--- config.mk ---
export PLATFORM = sky130hd
export DESIGN_NAME = trace_drain_arbiter
export DESIGN_NICKNAME = d
export VERILOG_FILES = /design/src/rtl/gouram_trace_pkg.sv /design/src/rtl/trace_drain_arbiter_picker.sv /design/src/rtl/trace_drain_arbiter.sv
export SDC_FILE = /design/constraint.sdc
export NUM_CORES = 1
export LEC_CHECK = 0
export BUFFER_PORTS_ARGS = -buffer_cell sky130_fd_sc_hd__clkbuf_2
export CORE_ASPECT_RATIO = 0.8
export CORE_MARGIN = 2
export CORE_UTILIZATION = 45
export CTS_CLUSTER_DIAMETER = 120
export CTS_CLUSTER_SIZE = 30
export DETAILED_ROUTE_END_ITERATION = 8
export PLACE_DENSITY_LB_ADDON = 0.12
export SETUP_SLACK_MARGIN = 0.5
export SYNTH_ARGS = -nofsm -noshare
export SYNTH_HDL_FRONTEND = slang
export SYNTH_SLANG_ARGS = --single-unit
export TNS_END_PERCENT = 5
--- constraint.sdc ---
create_clock -name clk -period 1.7 [get_ports clk]
set_input_delay 0.34 -clock clk [delete_from_list [all_inputs] [get_ports clk]]
set_output_delay 0.34 -clock clk [all_outputs]
set_load 0.01 [all_outputs]
--- src/rtl/gouram_trace_pkg.sv ---
// gouram_trace_pkg: shared drain FSM state type and default request timeout.
// Ports: none (package).
package gouram_trace_pkg;
   typedef enum logic [1:0] {IDLE, REQUEST, WAIT_VALID, OUTPUT} drain_state_t;
   localparam int DEFAULT_TIMEOUT = 15;
endpackage

--- src/rtl/trace_drain_arbiter_picker.sv ---
// rr_priority_picker: combinational round-robin pick of the first requester after last_grant.
// Ports: req (request vector), last_grant (previous winner),
//        grant (chosen index, 0 when none), any_req (some request is set).
module rr_priority_picker #(
   parameter int NUM_SOURCES = 2,
   localparam int SRC_W = $clog2(NUM_SOURCES)
) (
   input  logic [NUM_SOURCES-1:0] req,
   input  logic [SRC_W-1:0]       last_grant,
   output logic [SRC_W-1:0]       grant,
   output logic                   any_req
);
   logic [SRC_W-1:0] idx;
   // Walk the offsets from farthest to nearest so the nearest requester after last_grant wins.
   always_comb begin
      grant = '0;
      idx = '0;
      for (int i = NUM_SOURCES; i >= 1; i--) begin
         idx = SRC_W'((int'(last_grant) + i) % NUM_SOURCES);
         if (req[idx]) grant = idx;
      end
   end
   assign any_req = |req;
endmodule

--- src/rtl/trace_drain_arbiter.sv ---
// trace_drain_arbiter: round-robin drain of NUM_SOURCES trace buffers onto one valid/ready output.
// Ports: clk, rst_n (async active-low), enable (gates new grants only),
//        src_data_present/src_data_valid/src_trace_element/src_dec_stage_end (buffer side),
//        src_data_request (one-hot request pulse), out_valid/out_ready/out_trace_element/
//        out_dec_stage_end/out_source_id (consumer side), timeout_error (abandoned request pulse).
module trace_drain_arbiter
   import gouram_trace_pkg::*;
#(
   parameter int NUM_SOURCES = 2,
   parameter int TIMEOUT = DEFAULT_TIMEOUT,
   parameter type trace_output = int,
   localparam int SRC_W = $clog2(NUM_SOURCES)
) (
   input  logic                   clk,
   input  logic                   rst_n,
   input  logic                   enable,
   input  logic [NUM_SOURCES-1:0] src_data_present,
   input  logic [NUM_SOURCES-1:0] src_data_valid,
   input  trace_output            src_trace_element [NUM_SOURCES],
   input  integer                 src_dec_stage_end [NUM_SOURCES],
   output logic [NUM_SOURCES-1:0] src_data_request,
   output logic                   out_valid,
   input  logic                   out_ready,
   output trace_output            out_trace_element,
   output integer                 out_dec_stage_end,
   output logic [SRC_W-1:0]       out_source_id,
   output logic                   timeout_error
);
   localparam int TMR_W = $clog2(TIMEOUT + 1);
   drain_state_t     state;
   logic [SRC_W-1:0] grant, last_grant, pick;
   logic [TMR_W-1:0] timer;
   logic             any_req;
   rr_priority_picker #(.NUM_SOURCES(NUM_SOURCES)) u_picker (
      .req(src_data_present),
      .last_grant(last_grant),
      .grant(pick),
      .any_req(any_req)
   );
   // Decoded from registered state only, so the request never depends combinationally on inputs.
   assign src_data_request = (state == REQUEST) ? NUM_SOURCES'(1) << grant : '0;
   always_ff @(posedge clk or negedge rst_n) begin
      if (!rst_n) begin
         state <= IDLE;
         grant <= '0;
         last_grant <= SRC_W'(NUM_SOURCES - 1);
         timer <= '0;
         out_valid <= 1'b0;
         out_trace_element <= '0;
         out_dec_stage_end <= 0;
         out_source_id <= '0;
         timeout_error <= 1'b0;
      end else begin
         timeout_error <= 1'b0;
         case (state)
            IDLE: if (enable && any_req) begin
               grant <= pick;
               state <= REQUEST;
            end
            REQUEST: begin
               timer <= '0;
               state <= WAIT_VALID;
            end
            WAIT_VALID: if (src_data_valid[grant]) begin
               out_trace_element <= src_trace_element[grant];
               out_dec_stage_end <= src_dec_stage_end[grant];
               out_source_id <= grant;
               out_valid <= 1'b1;
               state <= OUTPUT;
            end else if (timer == TMR_W'(TIMEOUT - 1)) begin
               // The TIMEOUT-th empty wait cycle: give up and let the next source have a turn.
               timeout_error <= 1'b1;
               last_grant <= grant;
               state <= IDLE;
            end else begin
               timer <= timer + 1'b1;
            end
            OUTPUT: if (out_ready) begin
               out_valid <= 1'b0;
               last_grant <= grant;
               state <= IDLE;
            end
            default: state <= IDLE;
         endcase
      end
   end
endmodule

# [Word level (Yosys, flattened, before mapping)]
# Cells that the tools add are included.
# W data, S select, Z words.
[classes] n_addsub=3 magnitude_cmp=4 n_eq_ne=11 shifts=1 muxes=33 n_bitwise=1 n_reduce_logical=11
[ops] operator="$mux W32" count=6
[ops] operator="$mux W1" count=16
[ops] operator="$ne A2 B2 Y1 const B" count=6
[ops] operator="$mux W2" count=5
[ops] operator="$reduce_and A3 Y1" count=3
[ops] operator="$mux W4" count=2
[ops] operator="$pmux W2 S4" count=1
[ops] operator="$pmux W4 S2" count=1
[ops] operator="$lt A1 B2 Y1 const B" count=3
[ops] operator="$add A4 B1 Y4 const B" count=1
[ops] operator="$eq A2 B2 Y1 const B" count=2
[ops] operator="$eq A4 B4 Y1 const B" count=1
[ops] operator="$pmux W1 S2" count=2
[ops] operator="$reduce_and A2 Y1" count=2
[ops] operator="$reduce_and A4 Y1" count=1
[ops] operator="$reduce_bool A2 Y1" count=2
[ops] operator="$ne A3 B3 Y1 const B" count=1
[ops] operator="$add A1 B1 Y1 const B" count=2
[ops] operator="$eq A2 B1 Y1 const B" count=1
[ops] operator="$ge A2 B2 Y1 const B" count=1
[ops] operator="$logic_not A2 Y1" count=1
[ops] operator="$not A1 Y2" count=1
[ops] operator="$reduce_or A2 Y1" count=1
[ops] operator="$shl A1 B1 Y2 const A" count=1
[ops] operator="$logic_and A1 B1 Y1" count=1
[word_totals] regBits=75 inputBits=136 wordCells=73

# [Longest topological paths before layout]
# Gate-level depths: netlist of run 1.
[depth] depth_word=5 mapped_depth=6

# [By module]
# A second synthesis of run 1 with hierarchy kept.
[unflattened] hier_cells=350 area_unflattened_um2=3666.0
[modules_own_cells] module="trace_drain_arbiter" instances=1 cells_per_inst=348 area_per_inst_um2=3652.3
[modules_own_cells] module="rr_priority_picker" instances=1 cells_per_inst=2 area_per_inst_um2=13.8

# [Worst setup path after synthesis of run 1]
# Ideal clock, no wire load.
[synth_timing] path_kind="register to output" startpoint="register grant" endpoint="output src_data_request[1]" arrival_time_ns=1.224 required_time_ns=1.360 setup_slack_ns=0.136 stages_incl_launch_ff=5 path_buffers=3 path_cell_list="dfrtp_1 -> buf_4 -> buf_4 -> buf_2 -> nor3b_1"
[synth_via] elab_chain_cells=2
[synth_lines] element="start: declaration" line="trace_drain_arbiter.sv:31" text="logic [SRC_W-1:0] grant, last_grant, pick;"
[synth_lines] element="start signal: assignment" line="trace_drain_arbiter.sv:57" text="grant <= pick;"
[synth_lines] element="$shl A1 B1 Y2" line="trace_drain_arbiter.sv:41" text="assign src_data_request = (state == REQUEST) ? NUM_SOURCES'(1) << grant : '0;"
[synth_lines] element="$mux W2" line="trace_drain_arbiter.sv:41"
[synth_lines] element="end: declaration" line="trace_drain_arbiter.sv:21" text="output logic [NUM_SOURCES-1:0] src_data_request,"
# Every way passes these cells.

# [Worst setup path in the final report of run 1]
# Same ends and word-level chain as after synthesis.

==> run_results.csv, run 1 <==
group,metric,value,unit
critical_path,path_delay_family,"flip-flops",
pwr,switching_share,39.0,%
pwr,comb_power_share,50.4,%
route,first_iter_violations,90,
synth,syn_nets,490,
global_routing,grt-ovfl-total,0,
critical_path,critPathArrivalTime,1.26,ns
sta,hold_violations,0,
synth,synth_common_cells,"o21ai_0 (126), dfrtp_1 (74), mux2i_1 (65)",
synth,syn_inst,352,
synth,synthTopCellsByArea,"dfrtp_1 (50%), mux2i_1 (18%), o21ai_0 (17%)",
route,num_vias,3574,
synth,synth_edf_count,0,
clock_tree,clk_path_buf_depth,2,
synth,synth_cell_type_count,35,
global_routing,grt_max_degree,42,
clock_tree,cts_buffers,9,
critical_path,critical_path.slowest_cell,"dfrtp_4",
synth,synth_seq_area_share,50.9,%
clock_tree,clockRootBuffer,"clkbuf_8",
sta,tightest_slew,0.361,ns
sta,fin_crit,1.60,ns
critical_path,critPathRequiredTime,1.36,ns
place,routabilityCongestion,0.767,
clock_tree,cts_sinks,75,
clock_tree,htree_levels,3,
pwr,vdd_drop_max,0.000870,V
floorplan,num_rows,29,
flow_run,cap_violations,0,
critical_path,critical_path.startpoint_type,"register",
clock_tree,cts_tree,"done",
sta,whs,0.272,ns
synth,yosysWarnings,0,
synth,avgSynthCellArea,10.5,um2
critical_path,worstPathMaxFanout,5,
route,viasPerCell,5.29,
cells_and_area,syn2layout_area_growth,44.0,%
floorplan,die_x,105,um
synth,synthDominantCellAreaShare,50.2,%
route,detail_route.wl_per_cell,15.6,um
floorplan,core,7950,um2
sta,fmax,625,MHz
synth,async_reset_ff_share,100,%
pwr,power_density,1780,nW/um2
cells_and_area,num_antenna_cells,0,
route,ant_nets,0,
critical_path,path_buf_inv,2,
hold_path,hold_path.class,"in -> reg",
critical_path,end_kind,"output port",
route,route.detailed.drc,0,
floorplan,start_util,46.4,%
synth,yosysMostFrequentCell,"o21ai_0",
pwr,p_int,5.78,mW
cells_and_area,fin_nets,701,
global_routing,antenna_found_initial,0,
route,wl,10600,um
sta,finalMaxSlewViolations,0,
sta,fin_setup_tns,0,ns
place,port_buffers,204,
floorplan,ios,205,
floorplan,die-area,8940,um2
floorplan,chipHeight,85.0,um
cells_and_area,drive_above_1_share,45.2,%
place,dp_hpwl,7380,um
clock_tree,path_clk_slew,0.08,ns
sta,rsz0062_at_grt,"true",
synth,yosysTopAreaCell,"dfrtp_1",
global_routing,grt_pass1_vias,3456,
synth,synth_area,3690,um2
outcome,outcome,"complete, no violations",
synth,synthFlopType,"dfrtp_1",
pwr,p_sw,3.70,mW
clock_tree,clock_latency,0.34,ns
pwr,clkPwrFrac,17.4,%
sta,setup_violations,0,
pwr,seqPwrFrac,32.2,%
global_routing,grt_first_pass_wirelength,16500,um
cells_and_area,post-route-util,66.8,%
pwr,p_leak,2.77,nW
sta,skew,0.00768,ns
critical_path,worstSetupPathType,"reg -> out",
critical_path,slowest_delay,0.51,ns
critical_path,path_cells,"buf_16 > nor3b_2 > clkbuf_2",
sta,relSlewSlack,75.9,%
global_routing,grt_use_total,23.0,%
synth,synth-seq-cells,75,
sta,layout_worst_path_cycle_share,94.2,%
route,first_pass_iters,5,
layout make-up:
class                   instances  area [um2]
fillers                       645        2640
flip-flops and latches         75        1880
multi-input cells             244        1680
repair buffers                231        1370
clock buffers                  11         141
well taps                     108         135
clock inverters                 5         100
inverters                       2        10.0
tightest hold or removal path, stage by stage:
cell,delay [ns]
clkbuf_2,0.07
mux2i_1,0.06
o21ai_1,0.10
power groups by stage:
stage / registers, mW / logic (mW) / clock network (mW)
2_1_floorplan: 3.34 / 2.48 / 0
3_3_place_gp: 3.07 / 4.17 / 0
3_5_place_dp: 3.09 / 4.29 / 0
4_1_cts: 3.05 / 4.62 / 1.67
5_1_grt: 3.16 / 5.25 / 1.74
6_report: 3.05 / 4.77 / 1.65
path summary, 6_finish.rpt:
check	start	to	slack, ns	cells past startpoint
max in group asynchronous	rst_n	out_trace_element[14]$_DFFE_PN0P_	0.75	3
worst max-delay path	grant$_DFFE_PN0P_	src_data_request[1]	0.1	3
min in group asynchronous	rst_n	out_dec_stage_end[7]$_DFFE_PN0P_	0.45	2
worst min register to register	out_trace_element[7]$_DFFE_PN0P_	out_trace_element[7]$_DFFE_PN0P_	0.51	2
worst min-delay path	src_dec_stage_end[46]	out_dec_stage_end[14]$_DFFE_PN0P_	0.27	3
worst max register to register	grant$_DFFE_PN0P_	timer[0]$_DFFE_PN0P_	0.11	4
repair_timing:
action	4_1_cts	5_1_grt
hold buffers	1	0
pin swaps	0	2
buffers inserted	6	2
hold endpoints to repair	21	0
cloned	1	3
gates resized for setup	8	5
endpoints found under the setup margin	116	144
per-stage QoR:
| stage | setup WS (ns) | instance area [um2] | instances | power [mW] |
|---|---|---|---|---|
| 2_1_floorplan | 0.197 | 3730 | 352 | 5.82 |
| 3_3_place_gp | 0.222 | 4850 | 647 | 7.25 |
| 3_5_place_dp | 0.181 | 4850 | 647 | 7.39 |
| 4_1_cts | 0.0807 | 5220 | 671 | 9.34 |
| 5_1_grt | 0.0555 | 5310 | 676 | 10.2 |
| 6_report | 0.0989 | 5310 | 676 | 9.47 |
flip-flops by register name, indices dropped and copies added, names as in the netlist:
register	cells
grant	1
last_grant	1
out_dec_stage_end	32
out_source_id	1
out_trace_element	32
out_valid	1
state	2
timeout_error	1
timer	4
layer usage:
layer  vias to the layer above  global-route usage, %  wire length (um)
met5                         -                      0                 0
met4                         0                   6.55               174
met3                        16                   6.61               721
met2                       145                   39.1              5230
met1                      1706                   28.9              4430
li1                       1707                      -                 -
cell families (layout without fill, tap and decap cells):
group           Yosys count  in the layout  synth area share, %
buf+inv                  34            249                 4.68
flops                    75             75                 50.9
fa+ha+maj                 2              2                0.679
compound gates          147            147                 20.7
mux                      67             68                 18.7
simple gates             27             27                 4.31
cells in the final DEF, fill, tap and decap left out, types with 2 or more instances in the layout:
cell type    n
clkbuf_2   202
o21ai_0    126
dfrtp_1     72
mux2i_1     65
buf_4       16
clkbuf_8    10
nand2_1      8
a21oi_1      5
nor2_1       4
o21ai_1      4
and3_1       3
a31oi_1      3
o211ai_1     3
bufinv_16    3
buf_12       3
buf_6        3
or4_1        2
a21o_1       2
clkinv_2     2
clkbuf_16    2
(Power assumes the default switching activity.)
==> run 2, diff against run 1 <==
--- a/config.mk
+++ b/config.mk
@@ -6,12 +6,12 @@
 export NUM_CORES = 1
 export LEC_CHECK = 0
 export BUFFER_PORTS_ARGS = -buffer_cell sky130_fd_sc_hd__clkbuf_2
-export CORE_ASPECT_RATIO = 0.8
 export CORE_MARGIN = 2
 export CORE_UTILIZATION = 45
 export CTS_CLUSTER_DIAMETER = 120
 export CTS_CLUSTER_SIZE = 30
 export DETAILED_ROUTE_END_ITERATION = 8
+export MAX_ROUTING_LAYER = met4
 export PLACE_DENSITY_LB_ADDON = 0.12
 export SETUP_SLACK_MARGIN = 0.5
 export SYNTH_ARGS = -nofsm -noshare
==> run 2 against run 1 <==
Effect of this change: core utilization is 0.42 points lower; largest power group unchanged; global-route usage rose by 1.8 points; critical path type unchanged; combinational power up 5.5%; critical endpoint unchanged; design area grew 1.2%; flip-flop and latch count did not move; routed wire length rose by 5.2%; register-to-register slack got worse by 0.02 ns.
==> run_results.csv, run 2 (synthesis results as in run 1) <==
group,metric,value,unit
pwr,vdd_drop_max,0.000885,V
cells_and_area,final_common_cell,"clkbuf_2",
critical_path,worstSetupPathType,"reg -> out",
cells_and_area,post-route-util,66.4,%
pwr,p_int,5.77,mW
cells_and_area,layout_common_cells,"clkbuf_2 (202), o21ai_0 (112), dfrtp_1 (71), mux2i_1 (65), buf_4 (15)",
critical_path,end_kind,"output port",
sta,fin_crit,1.65,ns
global_routing,grt-ovfl-total,0,
critical_path,path_cells,"buf_12 > nor3b_4 > buf_2",
global_routing,grt_first_pass_wirelength,16500,um
floorplan,die-area,8930,um2
sta,whs,0.254,ns
sta,setup_violations,0,
clock_tree,cts_buffers,9,
place,dp.cells,639,
critical_path,worstPathMaxFanout,4,
cells_and_area,num_antenna_cells,0,
critical_path,critPathRequiredTime,1.36,ns
sta,finalMaxSlewViolations,0,
critical_path,slowest_delay,0.53,ns
floorplan,die_x,94.5,um
pwr,total_power,9.61,mW
place,routabilityCongestion,0.766,
route,detail_route.wl_per_cell,16.5,um
critical_path,critPathArrivalTime,1.31,ns
route,first_pass_iters,4,
sta,rsz0062_at_grt,"true",
clock_tree,cts_sinks,75,
clock_tree,path_clk_slew,0.08,ns
cells_and_area,drive_above_1_share,46.7,%
sta,fin_setup_tns,0,ns
route,num_vias,3646,
route,viasPerCell,5.41,
place,port_buffers,204,
floorplan,ios,205,
place,dp_hpwl,7160,um
global_routing,grt_pass1_vias,3438,
critical_path,critical_path.slowest_cell,"dfrtp_4",
sta,fmax,607,MHz
cells_and_area,num-fill-cells,702,
route,wl,11100,um
route,ant_nets,0,
floorplan,num_rows,33,
sta,skew,0.00637,ns
floorplan,core,8090,um2
sta,relSlewSlack,64.5,%
pwr,p_sw,3.84,mW
cells_and_area,seqCellArea,1880,um2
clock_tree,clockRootBuffer,"clkbuf_8",
cells_and_area,fin_nets,703,
sta,tightest_slew,0.532,ns
pwr,p_leak,2.78,nW
sta,layout_worst_path_cycle_share,96.9,%
cells_and_area,syn2layout_area_growth,45.8,%
critical_path,path_delay_family,"flip-flops",
global_routing,antenna_found_initial,0,
pwr,clkPwrFrac,15.8,%
outcome,outcome,"complete, no violations",
hold_path,hold_path.class,"in -> reg",
global_routing,grt_use_total,24.8,%
critical_path,path_buf_inv,2,
sta,hold_violations,0,
floorplan,chipHeight,94.5,um
global_routing,grt_max_degree,39,
cells_and_area,reg_top3,"out_dec_stage_end (32), out_trace_element (32), timer (4)",
pwr,seqPwrFrac,31.8,%
global_routing,grt-busiest-layer,"met2",
cells_and_area,instances_no_fill,674,
floorplan,start_util,45.6,%
cells_and_area,multi_input_comb_area,1700,um2
pwr,switching_share,40.0,%
global_routing,use_met3,6.30,%
pwr,power_density,1790,nW/um2
clock_tree,cts_tree,"done",
flow_run,cap_violations,0,
global_routing,use_met1,30.4,%
route,route.detailed.drc,0,
clock_tree,htree_levels,3,
route,first_iter_violations,116,
pwr,comb_power_share,52.4,%
global_routing,use_met2,40.8,%
critical_path,critical_path.startpoint_type,"register",
clock_tree,clk_path_buf_depth,2,
clock_tree,clock_latency,0.35,ns
==> run 2: per-layer routing <==
metal / routed length (um) / share of wire [%]
met2: 5690 / 51
met5: 0 / 0
met1: 4460 / 40
met3: 791 / 7.1
met4: 157 / 1.4
==> run 2: power groups by stage <==
| stage | Sequential (mW) | Combinational [mW] | Clock (mW) |
|---|---|---|---|
| detailed placement | 3.13 | 4.27 | 0 |
| global placement | 3.09 | 4.16 | 0 |
| global route | 3.16 | 5.50 | 1.60 |
| floorplan | 3.34 | 2.48 | 0 |
| CTS | 3.05 | 4.85 | 1.53 |
| finish | 3.06 | 5.03 | 1.52 |
==> run 2: stage by stage <==
stage	setup WS, ns	cell area [um2]
after floorplan	0.197	3730
after global placement	0.206	4840
after detailed placement	0.159	4840
after CTS	0.0530	5280
after global routing	0.0188	5380
final	0.0524	5380
==> run 2: layout make-up <==
class	count	share of cell area (%)
well taps	105	2.44
repair buffers	233	26.7
multi-input cells	244	31.6
inverters	2	0.140
flip-flops and latches	75	35.1
clock inverters	5	1.44
clock buffers	10	2.56
==> run 2: repair_timing <==
| item | in CTS | in global routing |
|---|---|---|
| hold endpoints to repair | 34 | 0 |
| cloned | 3 | 3 |
| resized for setup | 8 | 23 |
| endpoints found under the setup margin | 141 | 144 |
| hold buffers | 1 | 0 |
| buffers inserted | 10 | 3 |
==> run 2: final timing paths <==
kind / start / endpoint / slack [ns] / cells past startpoint
worst max-delay path: grant$_DFFE_PN0P_ / src_data_request[1] / 0.05 / 3
worst min-delay path: src_dec_stage_end[41] / out_dec_stage_end[9]$_DFFE_PN0P_ / 0.25 / 3
worst max register to register: grant$_DFFE_PN0P_ / out_dec_stage_end[14]$_DFFE_PN0P_ / 0.09 / 6
worst min register to register: out_trace_element[17]$_DFFE_PN0P_ / out_trace_element[17]$_DFFE_PN0P_ / 0.50 / 2
max in group asynchronous: rst_n / out_dec_stage_end[21]$_DFFE_PN0P_ / 0.63 / 3
min in group asynchronous: rst_n / out_trace_element[27]$_DFFE_PN0P_ / 0.50 / 2
==> run 2: worst min-delay path: cells and delay by family <==
family	cells	cell delay, ns
multiplexers	1	0.05
buffers and inverters	1	0.07
AO/OA/AOI/OAI	1	0.10
==> run 3, diff against run 2 <==
--- a/config.mk
+++ b/config.mk
@@ -6,6 +6,7 @@
 export NUM_CORES = 1
 export LEC_CHECK = 0
 export BUFFER_PORTS_ARGS = -buffer_cell sky130_fd_sc_hd__clkbuf_2
+export CORE_ASPECT_RATIO = 1.5
 export CORE_MARGIN = 2
 export CORE_UTILIZATION = 45
 export CTS_CLUSTER_DIAMETER = 120
==> run 3 against run 2 <==
Effect of this change: via count is 2.4% lower; core utilization rose by 0.14 points; die area grew 0.17%; count of clock-buffer cells in the layout up 2; global-route usage fell by 1.1 points; routed wire length decreased by 4.7%; sequential power about the same; first-iteration DRC count rose by 73%; fmax grew 2.5%; combinational power down 4.2%; setup slack better by 0.040 ns; clock skew hardly changed; critical endpoint is now out_dec_stage_end[2]$_DFFE_PN0P_; largest cell class unchanged; highest routed layer unchanged.
==> run_results.csv, run 3 (synthesis results as in run 1) <==
group,metric,value,unit
sta,relSlewSlack,73.5,%
pwr,power_density,1780,nW/um2
pwr,seqPwrFrac,32.1,%
route,first_iter_violations,201,
cells_and_area,post-route-util,66.6,%
critical_path,critPathRequiredTime,1.91,ns
floorplan,die-area,8950,um2
pwr,p_sw,3.72,mW
critical_path,slowest_delay,0.51,ns
cells_and_area,num_antenna_cells,0,
clock_tree,path_clk_slew,0.05,ns
global_routing,antenna_found_initial,0,
pwr,vdd_drop_max,0.000826,V
sta,tightest_slew,0.390,ns
pwr,switching_share,39.2,%
sta,fin_crit,1.61,ns
place,dp.cells,645,
route,viasPerCell,5.30,
critical_path,path_cells,"buf_4 > mux2i_4 > buf_4 > clkbuf_16 > o21ai_0 > o21ai_0",
floorplan,core,8010,um2
clock_tree,clock_latency,0.33,ns
route,ant_nets,0,
cells_and_area,reg_top3,"out_dec_stage_end (32), out_trace_element (32), timer (4)",
route,detailroute.wirelength.met2,5480,um
cells_and_area,drive_above_1_share,44.8,%
flow_run,cap_violations,0,
sta,rsz0062_at_grt,"true",
pwr,comb_power_share,50.9,%
clock_tree,clockRootBuffer,"clkbuf_16",
sta,hold_violations,0,
critical_path,r2r_setup_slack,0.09,ns
pwr,p_leak,2.78,nW
global_routing,grt_use_total,23.7,%
critical_path,critical_path.slowest_cell,"dfrtp_4",
cells_and_area,fin_nets,703,
critical_path,worstSetupPathType,"reg -> reg",
clock_tree,clk_path_buf_depth,2,
sta,setup_violations,0,
critical_path,critPathArrivalTime,1.81,ns
global_routing,grt_pass1_vias,3312,
clock_tree,cts_tree,"done",
critical_path,reg2reg_from,"grant$_DFFE_PN0P_",
clock_tree,cts_buffers,9,
cells_and_area,layout_common_cells,"clkbuf_2 (202), o21ai_0 (125), dfrtp_1 (73), mux2i_1 (65), buf_4 (20)",
global_routing,grt_max_degree,39,
clock_tree,htree_levels,3,
place,dp_hpwl,7310,um
critical_path,critical_path.startpoint_type,"register",
pwr,clkPwrFrac,17.0,%
hold_path,hold_path.class,"in -> reg",
floorplan,ios,205,
route,first_pass_iters,5,
route,wl,10600,um
critical_path,timing.rr.end,"out_dec_stage_end[2]$_DFFE_PN0P_",
sta,layout_worst_path_cycle_share,94.6,%
critical_path,worstPathMaxFanout,6,
floorplan,num_rows,40,
floorplan,start_util,46.0,%
hold_path,worstHoldEndpoint,"out_trace_element[13]$_DFFE_PN0P_",
sta,finalMaxSlewViolations,0,
clock_tree,cts_sinks,75,
route,wl_met1,4280,um
route,topRoutingLayerUsed,"met4",
place,port_buffers,204,
hold_path,hold-path-cell-count,3,
route,met3_length,640,um
floorplan,chipHeight,115,um
critical_path,rr_worst_depth,6,
floorplan,die_x,77.9,um
route,route.detailed.drc,0,
outcome,outcome,"complete, no violations",
place,routabilityCongestion,0.791,
global_routing,grt-ovfl-total,0,
pwr,total_power,9.47,mW
sta,fin_setup_tns,0,ns
pwr,p_int,5.76,mW
cells_and_area,syn2layout_area_growth,44.6,%
route,detail_route.wl_per_cell,15.7,um
cells_and_area,final_common_cell,"clkbuf_2",
critical_path,end_kind,"register",
route,num_vias,3559,
hold_path,hold_start,"src_trace_element[45]",
global_routing,grt_first_pass_wirelength,16000,um
sta,fmax,622,MHz
sta,skew,0.00618,ns
cells_and_area,instances_no_fill,672,
cells_and_area,num-fill-cells,662,
## run 3: cell count changes in the layout (fill, tap and decap cells not counted), sizes merged
cell,delta
clkinvlp,-1
clkbuf,+3
clkinv,-1
bufinv,-2
mux2i,-1
## run 3: worst max path at each step
stage	cells past startpoint	endpoint	from
after global routing	5	timer[3]$_DFFE_PN0P_	grant$_DFFE_PN0P_
after floorplan	6	timer[1]$_DFFE_PN0P_	timer[0]$_DFFE_PN0P_
after global placement	5	timer[1]$_DFFE_PN0P_	timer[0]$_DFFE_PN0P_
final	6	out_dec_stage_end[2]$_DFFE_PN0P_	grant$_DFFE_PN0P_
after CTS	3	src_data_request[1]	grant$_DFFE_PN0P_
after detailed placement	4	out_dec_stage_end[13]$_DFFE_PN0P_	grant$_DFFE_PN0P_
## run 3: cell type report
class / count / area [um2] / area share, %
multi-input cells: 243 / 1670 / 31.3
clock buffers: 12 / 236 / 4.44
flip-flops and latches: 75 / 1880 / 35.3
well taps: 105 / 131 / 2.46
inverters: 2 / 7.51 / 0.141
repair buffers: 234 / 1400 / 26.3
clock inverters: 1 / 5.00 / 0.0939
## run 3: power by group through the flow
stage          Clock, mW  Combinational (mW)  Sequential, mW
5_1_grt             1.74                5.27            3.14
6_report            1.61                4.82            3.04
4_1_cts             1.64                4.62            3.05
3_3_place_gp           0                4.23            3.07
2_1_floorplan          0                2.48            3.34
3_5_place_dp           0                4.33            3.08
## run 3: through the flow
stage	cell area [um2]	setup WS, ns	hold WS (ns)
after global routing	5330	0.0366	0.292
after detailed placement	4860	0.159	0.298
after floorplan	3730	0.197	0.0444
after global placement	4860	0.213	0.295
final	5330	0.0925	0.291
after CTS	5220	0.0882	0.284
## run 3: layer usage
layer  vias up  global-route usage [%]
met5         -                       -
met4         0                    7.49
met3        19                    5.49
met2       154                    39.0
met1      1678                    28.9
li1       1708                       -
## run 3: critical path, delay by kind of cell, from the launching register on
kind / cells / cell delay [ns]
DFF: 1 / 0.51
buffers and inverters: 3 / 0.48
AOI/OAI and AO/OA: 2 / 0.26
muxes: 1 / 0.23
## run 3: timing repair
action,in CTS,in global routing
pin swaps,0,1
hold buffers,1,0
gates cloned,1,2
endpoints found under the setup margin,84,122
gates resized for setup,8,6
buffers inserted,6,4
endpoints found under the hold margin,27,0
